### src/rtl/addsub_pkg.sv
// Shared types and constants for the two-requester add/subtract arbiter.
// Holds the default datapath width, the requester id type and the FSM state type.
package addsub_pkg;

  localparam int DEFAULT_WIDTH = 4;

  typedef enum logic {
    REQ0 = 1'b0,
    REQ1 = 1'b1
  } req_id_e;

  // Encodings are kept as plain constants too, so older code that compares
  // raw state bits keeps working.
  localparam logic [0:0] ST_EMPTY = 1'b0;
  localparam logic [0:0] ST_FULL  = 1'b1;

  typedef enum logic [0:0] {
    EMPTY = ST_EMPTY,
    FULL  = ST_FULL
  } state_e;

  function automatic req_id_e other_req(input req_id_e id);
    return (id == REQ0) ? REQ1 : REQ0;
  endfunction

endpackage

### src/rtl/addsub_core.sv
// Combinational ripple-carry adder/subtracter: sum = a + (b ^ {s}) + s.
// Reports carry out of the MSB and signed overflow (carry into MSB xor carry out).
module addsub_core
  import addsub_pkg::*;
#(
  parameter int width = DEFAULT_WIDTH
) (
  input  logic [width-1:0] a,
  input  logic [width-1:0] b,
  input  logic             s,
  output logic [width-1:0] sum,
  output logic             cout,
  output logic             v
);

  logic [width-1:0] bx;
  logic [width:0]   c;

  assign bx   = b ^ {width{s}};
  assign c[0] = s;

  for (genvar i = 0; i < width; i++) begin : g_bit
    assign sum[i]  = a[i] ^ bx[i] ^ c[i];
    assign c[i+1]  = (a[i] & bx[i]) | (c[i] & (a[i] ^ bx[i]));
  end

  assign cout = c[width];
  assign v    = c[width] ^ c[width-1];

endmodule

### src/rtl/addsub_arbiter.sv
// Round-robin arbiter sharing one add/subtract core between two requesters.
// One operation is accepted per cycle into a single registered response slot.
module addsub_arbiter
  import addsub_pkg::*;
#(
  parameter int width = DEFAULT_WIDTH
) (
  input  logic             clk,
  input  logic             rst,
  input  logic             req0_valid,
  output logic             req0_ready,
  input  logic [width-1:0] req0_a,
  input  logic [width-1:0] req0_b,
  input  logic             req0_s,
  input  logic             req1_valid,
  output logic             req1_ready,
  input  logic [width-1:0] req1_a,
  input  logic [width-1:0] req1_b,
  input  logic             req1_s,
  output logic             rsp_valid,
  input  logic             rsp_ready,
  output logic             rsp_id,
  output logic [width-1:0] rsp_sum,
  output logic             rsp_v,
  output logic             rsp_cout
);

  state_e  state;
  req_id_e ptr;

  logic    free;
  logic    grant0;
  logic    grant1;
  logic    accept0;
  logic    accept1;
  logic    accept;
  req_id_e sel;

  logic [width-1:0] op_a;
  logic [width-1:0] op_b;
  logic             op_s;
  logic [width-1:0] core_sum;
  logic             core_cout;
  logic             core_v;

  assign rsp_valid = (state == FULL);

  // The slot can take a new result if empty or if the current one retires now.
  assign free = !rsp_valid || rsp_ready;

  assign grant0 = req0_valid && (!req1_valid || ptr == REQ0);
  assign grant1 = req1_valid && (!req0_valid || ptr == REQ1);

  assign req0_ready = grant0 && free && !rst;
  assign req1_ready = grant1 && free && !rst;

  assign accept0 = req0_valid && req0_ready;
  assign accept1 = req1_valid && req1_ready;
  assign accept  = accept0 || accept1;

  // NOTE: every output of a combinational block gets a default first, so no
  // path through the block leaves a variable unassigned and infers a latch.
  always_comb begin
    sel  = REQ0;
    op_a = req0_a;
    op_b = req0_b;
    op_s = req0_s;
    if (grant1) begin
      sel  = REQ1;
      op_a = req1_a;
      op_b = req1_b;
      op_s = req1_s;
    end
  end

  addsub_core #(
    .width (width)
  ) u_core (
    .a    (op_a),
    .b    (op_b),
    .s    (op_s),
    .sum  (core_sum),
    .cout (core_cout),
    .v    (core_v)
  );

  // NOTE: state uses non-blocking assignments so every register samples the
  // pre-edge values of its inputs, independent of statement order.
  always_ff @(posedge clk) begin
    if (rst) begin
      state    <= EMPTY;
      ptr      <= REQ0;
      rsp_id   <= 1'b0;
      rsp_sum  <= '0;
      rsp_v    <= 1'b0;
      rsp_cout <= 1'b0;
    end else if (accept) begin
      state    <= FULL;
      ptr      <= other_req(sel);
      rsp_id   <= sel;
      rsp_sum  <= core_sum;
      rsp_v    <= core_v;
      rsp_cout <= core_cout;
    end else if (rsp_ready) begin
      state <= EMPTY;
    end
  end

endmodule
### config.mk
export PLATFORM = sky130hd
export DESIGN_NAME = addsub_arbiter
export DESIGN_NICKNAME = d
export VERILOG_FILES = /design/src/rtl/addsub_pkg.sv /design/src/rtl/addsub_core.sv /design/src/rtl/addsub_arbiter.sv
export SDC_FILE = /design/constraint.sdc
export NUM_CORES = 1
export LEC_CHECK = 0
export CORE_ASPECT_RATIO = 1.1
export CORE_MARGIN = 2
export CORE_UTILIZATION = 38
export DETAILED_ROUTE_END_ITERATION = 7
export PLACE_DENSITY = 0.88
export SYNTH_ARGS = -nofsm -noshare
export SYNTH_HDL_FRONTEND = slang
export SYNTH_HIERARCHICAL = 1
export SYNTH_SLANG_ARGS = --single-unit
### constraint.sdc
create_clock -name clk -period 3.26 [get_ports clk]
set_input_delay 0.652 -clock clk [delete_from_list [all_inputs] [get_ports clk]]
set_output_delay 0.652 -clock clk [all_outputs]
set_load 0.02 [all_outputs]
## Yosys cells after proc, flatten, opt, wreduce, memory -nomap -nowiden

Cells that the tools add are included.

- Logic and storage cells: 53
- Bits of input ports: 23
- Register bits after elaboration: 9
- Output and inout port bits: 10

- Reductions and logical operators: 17
- Mux-type cells: 7
- Bitwise operators: 23

Operator list:

| cell | count |
|---|---|
| $xor 1x1->1 | 9 |
| $and 1x1->1 | 8 |
| $logic_and 1x1->1 | 8 |
| $mux 4 | 2 |
| $mux 1 | 5 |
| $logic_not 1->1 | 4 |
| $logic_or 1x1->1 | 4 |
| $or 1x1->1 | 4 |
| $xor 4x4->4 | 1 |
| $reduce_bool 2->1 | 1 |
| $not 1->1 | 1 |

## Depth between registers and ports, before layout

Gate-level depths: netlist of run 1.

- Depth in word-level cells: 15
- Depth in mapped cells: 12
- Depth with buffers taken out: 12

## Modules after synthesis

Netlist of run 1, hierarchy kept.

Modules (own cells, without submodules):

| module | cells an instance | area an instance (um2) | instances | seq. area each (um2) |
|---|---|---|---|---|
| addsub_arbiter | 58 | 501.7 | 1 | 180.2 |
| addsub_core | 13 | 130.1 | 1 | 0.0 |

## Least setup slack after synthesis of run 1

OpenSTA, ideal clock, no wires.

- Path type: in2reg
- Start point: in req0_valid
- End point: reg rsp_v
- Path buffers: 0
- Setup time: 0.117 ns
- Stages on the path: 12
- Required time: 3.143 ns
- Arrival time: 2.888 ns
- Slack: 0.255 ns
- Cells stage by stage: inv_2 > o21ai_4 > mux2_2 > mux2_2 > fa_1 > inv_1 > fa_1 > inv_1 > fa_1 > xnor2_1 > nand4_1 > nand2_1

- Word-level cells in the longest chain between the ends: 15
- Elaborated cells between the ends (all ways): 32
- Classes of those cells: mux (3); bitwise (18); reduce/logical (11)

RTL lines:

| what | RTL line | text |
|---|---|---|
| start, declared | addsub_arbiter.sv:10 | `input logic req0_valid,` |
| $logic_not 1->1 * | addsub_arbiter.sv:52 | `assign grant1 = req1_valid && (!req0_valid \|\| ptr == REQ1);` |
| $logic_or 1x1->1 * | addsub_arbiter.sv:52 |  |
| $logic_and 1x1->1 * | addsub_arbiter.sv:52 |  |
| $mux 1 * | addsub_arbiter.sv:68 | `if (grant1) begin` |
| named net op_s | addsub_arbiter.sv:41 | `logic op_s;` |
| $xor 4x4->4 | addsub_core.sv:19 | `assign bx = b ^ {width{s}};` |
| $xor 1x1->1 | addsub_core.sv:24 | `assign c[i+1] = (a[i] & bx[i]) \| (c[i] & (a[i] ^ bx[i]));` |
| $and 1x1->1 | addsub_core.sv:24 |  |
| [... 2 more ...] | n/a |  |
| $or 1x1->1 | addsub_core.sv:24 |  |
| $and 1x1->1 | addsub_core.sv:24 |  |
| $or 1x1->1 | addsub_core.sv:24 |  |
| $and 1x1->1 | addsub_core.sv:24 |  |
| $or 1x1->1 * | addsub_core.sv:24 |  |
| named net core_cout | addsub_arbiter.sv:43 | `logic core_cout;` |
| $xor 1x1->1 * | addsub_core.sv:28 | `assign v = c[width] ^ c[width-1];` |
| named net core_v | addsub_arbiter.sv:44 | `logic core_v;` |
| end signal, assigned | addsub_arbiter.sv:102 | `rsp_v <= core_v;` |
| end, declared | addsub_arbiter.sv:24 | `output logic rsp_v,` |

Mark *: on every way through the listed nets, which the timed path passes. The rest lies on a longest branch.
A chain may end at the register's enable or synchronous reset.

## Worst setup path after layout of run 1

- Start point: in req1_valid
- End point: reg rsp_v

- Word-level cells in the longest chain between the ends: 13
- Elaborated cells between the ends (all ways): 32
- Classes of those cells: mux (3); bitwise (18); reduce/logical (11)

RTL lines:

| what | RTL line | text |
|---|---|---|
| start, declared | addsub_arbiter.sv:15 | `input logic req1_valid,` |
| $logic_and 1x1->1 * | addsub_arbiter.sv:52 |  |
| $mux 4 * | addsub_arbiter.sv:68 |  |
| named net op_b[0] | addsub_arbiter.sv:40 | `logic [width-1:0] op_b;` |
| $xor 4x4->4 * | addsub_core.sv:19 |  |
| $xor 1x1->1 | addsub_core.sv:24 |  |
| $and 1x1->1 | addsub_core.sv:24 |  |
| $or 1x1->1 * | addsub_core.sv:24 |  |
| $and 1x1->1 * | addsub_core.sv:24 |  |
| $or 1x1->1 * | addsub_core.sv:24 |  |
| $and 1x1->1 * | addsub_core.sv:24 |  |
| $or 1x1->1 * | addsub_core.sv:24 |  |
| $and 1x1->1 * | addsub_core.sv:24 |  |
| $or 1x1->1 * | addsub_core.sv:24 |  |
| named net core_cout | addsub_arbiter.sv:43 |  |
| $xor 1x1->1 * | addsub_core.sv:28 |  |
| named net core_v | addsub_arbiter.sv:44 |  |

Marked as above.

==> results by group, run 1 <==
Yosys
  – Most repeated cell in the gate-level netlist after synthesis: sky130_fd_sc_hd__mux2_2
  – Count of different cell masters after synthesis: 19
  – Leading register cell type out of synthesis: sky130_fd_sc_hd__dfxtp_1
  – Sequential element share of the synthesized area: 28.5%
  – Syn Nets: 97
  – Area contributors post-synth: sky130_fd_sc_hd__dfxtp_1, sky130_fd_sc_hd__mux2_2, sky130_fd_sc_hd__fa_1
  – Number of enable flip-flop cells after synthesis: 0
  – Cell count after synthesis: 71
  – Cell accounting for the most synthesized area: sky130_fd_sc_hd__dfxtp_1
  – Post-synthesis instance area: 632 um^2
  – Number of warnings printed during yosys synthesis: 6
  – Mean post-synth cell area: 8.90 um^2
  – Synthesis-stage register bit count: 9
  – Yosys top cell area share: 28.5%
  – Most instantiated cells after synthesis: sky130_fd_sc_hd__mux2_2, sky130_fd_sc_hd__dfxtp_1, sky130_fd_sc_hd__nand2_1, sky130_fd_sc_hd__o211ai_1, sky130_fd_sc_hd__nand4_1
  – Asr flop ratio synth: 0%

Power
  – Fraction of power consumed by combinational cells: 47.3%
  – Portion of total power attributed to sequential cells: 32.0%
  – Ratio of total power to cell area: 398 nW/um^2
  – Overall power: 0.426 mW
  – Cell internal power dissipation: 0.285 mW
  – Part of the total power dissipated in the clock network: 20.7%
  – Leak pwr: 0.452 nW
  – Net switching power: 0.141 mW
  – Worst VDD drop: 0.237 mV
  – Fraction of power spent switching nets: 33.2%

Outcome
  – Run status: completed

Final layout
  – Post-Layout Cell Count: 129
  – Post-layout nets: 139
  – Post-route standard cell area excluding fillers: 1070 um^2
  – Growth of design area from synthesis to finish: 69.3%
  – Inserted Diodes: 0
  – Fraction of final layout cells sized beyond drive strength 1: 25.9%

Floorplan
  – DIE WIDTH: 42.9 um
  – Placeable core area: 1560 um^2
  – Height of the chip: 46.8 um
  – Initial Util: 40.6%
  – Number of placement rows: 15
  – Num ports: 33
  – Total die area: 2010 um^2

Place
  – Final weighted congestion in routability-driven placement: 0.726
  – Number of I/O port buffers: 32
  – Number of instances in the placed design: 124
  – Instance area at placement: 1020 um^2
  – Post-detailed-placement half-perimeter wirelength: 1280 um
  – Worst slack, placed: -0.337 ns

STA
  – Final critical-path required period: 3.13 ns
  – Fmax: 0.320 GHz
  – Setup violation total in the final timing report: 0
  – Fin crit share: 95.9%
  – Worst-Margin Slew: 0.668 ns
  – Clock skew after layout: 0.00606 ns
  – Unrepaired setup endpoints after global routing: no
  – Number of pins exceeding their max-slew limit in the final report: 0
  – Count of endpoints failing hold in the final timing report: 0
  – Worst Setup Slack, final: 0.132 ns
  – Worst max-slew margin expressed relative to the limit: 55.4%

Routing
  – Post-detailed-route via-to-cell ratio: 5.40
  – Via count: 697
  – Number of iterations in the first detailed-routing pass: 4
  – Remaining antenna violation count: 0
  – Average detailed-routed wire length per instance: 13.0 um
  – Remaining DRCs: 0
  – Count of routing violations after the opening detailed-route iteration: 15
  – WL final: 1680 um

Worst setup path
  – FF-to-FF End: rsp_v
  – Number of cells on the worst reg-to-reg path: 11
  – Cell mode on critical path: sky130_fd_sc_hd__fa_2
  – Largest stage delay on the critical path: 0.52 ns
  – Arrival time at the worst endpoint: 3.33 ns
  – R2R setup slack: 0.53 ns
  – Worst reg2reg startpoint: ptr
  – Critical Setup Path Class: in -> reg
  – Critical path startpoint: req1_valid
  – Endpoint of the most critical setup path: rsp_v
  – Required time of the worst setup path: 3.46 ns
  – Standard cell with the maximum stage delay on the critical path: sky130_fd_sc_hd__clkdlybuf4s50_1
  – Startpoint types: primary input
  – Critical-path cell list: clkdlybuf4s50_1 > o21ai_4 > mux2_4 > mux2_2 > fa_2 > inv_2 > fa_2 > inv_1 > fa_2 > xnor2_1 > nand4_1 > nand2_1
  – Endpoint class of the critical path: register
  – Maximum fanout along the worst path: 6

Clock tree
  – Root Driver: sky130_fd_sc_hd__clkbuf_4
  – Number of buffers added by the clock tree synthesis step: 3
  – CTS max path bufs: 2
  – Number of sinks handled by clock tree synthesis: 9
  – Clock-pin slew on the worst setup and hold paths: 0.06 ns
  – Number of hold buffers added after CTS: 0
  – H-Tree Depth: 1
  – CTS tree: built
  – Clk Latency, worst-skew pair: 0.26 ns

Global routing
  – Remaining global-route overflow: 0
  – GR Util All Layers: 18.4%
  – First-pass GRT wire length: 2700 um
  – Pin count of the biggest net entering global routing: 14
  – Via count of the first global-routing pass: 691
  – Antenna violations before repair: 0

Run
  – Max-cap violation count: 0

Hold path
  – Class of the tightest hold or removal check: reg -> reg
[per-layer routing]
layer  track usage (%)  wire [um]
met1              18.9        643
met2              35.2        907
met3              2.69         88
met4              12.5         36
met5                 0          0
[metrics by stage]
step	hold WS, ns	util [%]	setup TNS, ns
final	0.487	68.7	0
after global routing	0.516	68.7	0
after CTS	0.491	68.7	0
after detailed placement	0.481	65.4	-0.794
after global placement	0.463	65.4	-0.457
after floorplan	0.540	-	0
[area by class of cell]
type / count / area, um^2
Fill cell: 119 / 488
Tap cell: 17 / 21.3
Inverter: 6 / 22.5
Sequential cell: 9 / 180
Clock buffer: 4 / 26.3
Multi-Input combinational cell: 52 / 433
Timing Repair Buffer: 41 / 387
[repair_timing]
action / 4_1_cts / 5_1_grt
buffers inserted: 1 / 0
setup endpoints to repair: 1 / 0
resized for setup: 8 / 0
[flip-flops by register name, summed over array words and instances (netlist names)]
register	flops
ptr	1
rsp_cout	1
rsp_id	1
rsp_sum	4
rsp_v	1
rsp_valid	1
[worst min path at each step]
| stage | startpoint | end | depth (start not counted) | slack [ns] |
|---|---|---|---|---|
| final | rsp_cout | rsp_cout | 2 | 0.49 |
| after global routing | rsp_sum[2] | rsp_sum[2] | 2 | 0.52 |
| after CTS | rsp_cout | rsp_cout | 2 | 0.49 |
| after detailed placement | rsp_cout | rsp_cout | 2 | 0.48 |
| after global placement | rsp_id | rsp_id | 2 | 0.46 |
| after floorplan | ptr | ptr | 2 | 0.54 |
[cell families after synthesis]
family	count (synthesis)	share of synthesized area, %
mux	10	17.8
simple gates	21	16.4
flops	9	28.5
buf+inv	10	5.94
xor+xnor	5	6.93
fa+ha+maj	3	9.51
compound gates	13	14.9
[power groups by stage]
| stage | registers, mW | clock network (mW) | logic [mW] |
|---|---|---|---|
| floorplan | 0.158 | 0 | 0.0785 |
| global placement | 0.138 | 0 | 0.180 |
| detailed placement | 0.139 | 0 | 0.187 |
| CTS | 0.136 | 0.0881 | 0.201 |
| global route | 0.138 | 0.0933 | 0.216 |
| finish | 0.136 | 0.0881 | 0.202 |
[cell usage in the layout, fill, tap and decap left out, drive strengths merged]
| master | count |
|---|---|
| a21oi | 3 |
| buf | 9 |
| clkbuf | 4 |
| clkdlybuf4s50 | 31 |
| dfxtp | 9 |
| dlygate4sd2 | 1 |
| fa | 3 |
| inv | 6 |
| mux2 | 10 |
| nand2 | 8 |
| nand2b | 1 |
| nand4 | 6 |
| nor2 | 2 |
| nor2b | 1 |
| nor3 | 2 |
| o211ai | 7 |
| o21ai | 3 |
| or2 | 1 |
| xnor2 | 2 |
| xor2 | 3 |
[worst max-delay path: cells and delay by family]
kind	cells	cell delay [ns]
compound gates	1	0.11
xor+xnor	1	0.17
fa+ha+maj	3	0.96
buf+inv	3	0.66
mux	2	0.60
simple gates	2	0.18
Power figures use the tool's default switching activity.
==> run 2: changes to the inputs <==
GPL_ROUTABILITY_DRIVEN = 0   (was not set)
HOLD_SLACK_MARGIN = 0.05   (was not set)
==> results of run 2 <==
Final layout, timing and power as in run 1 (identical DEF).
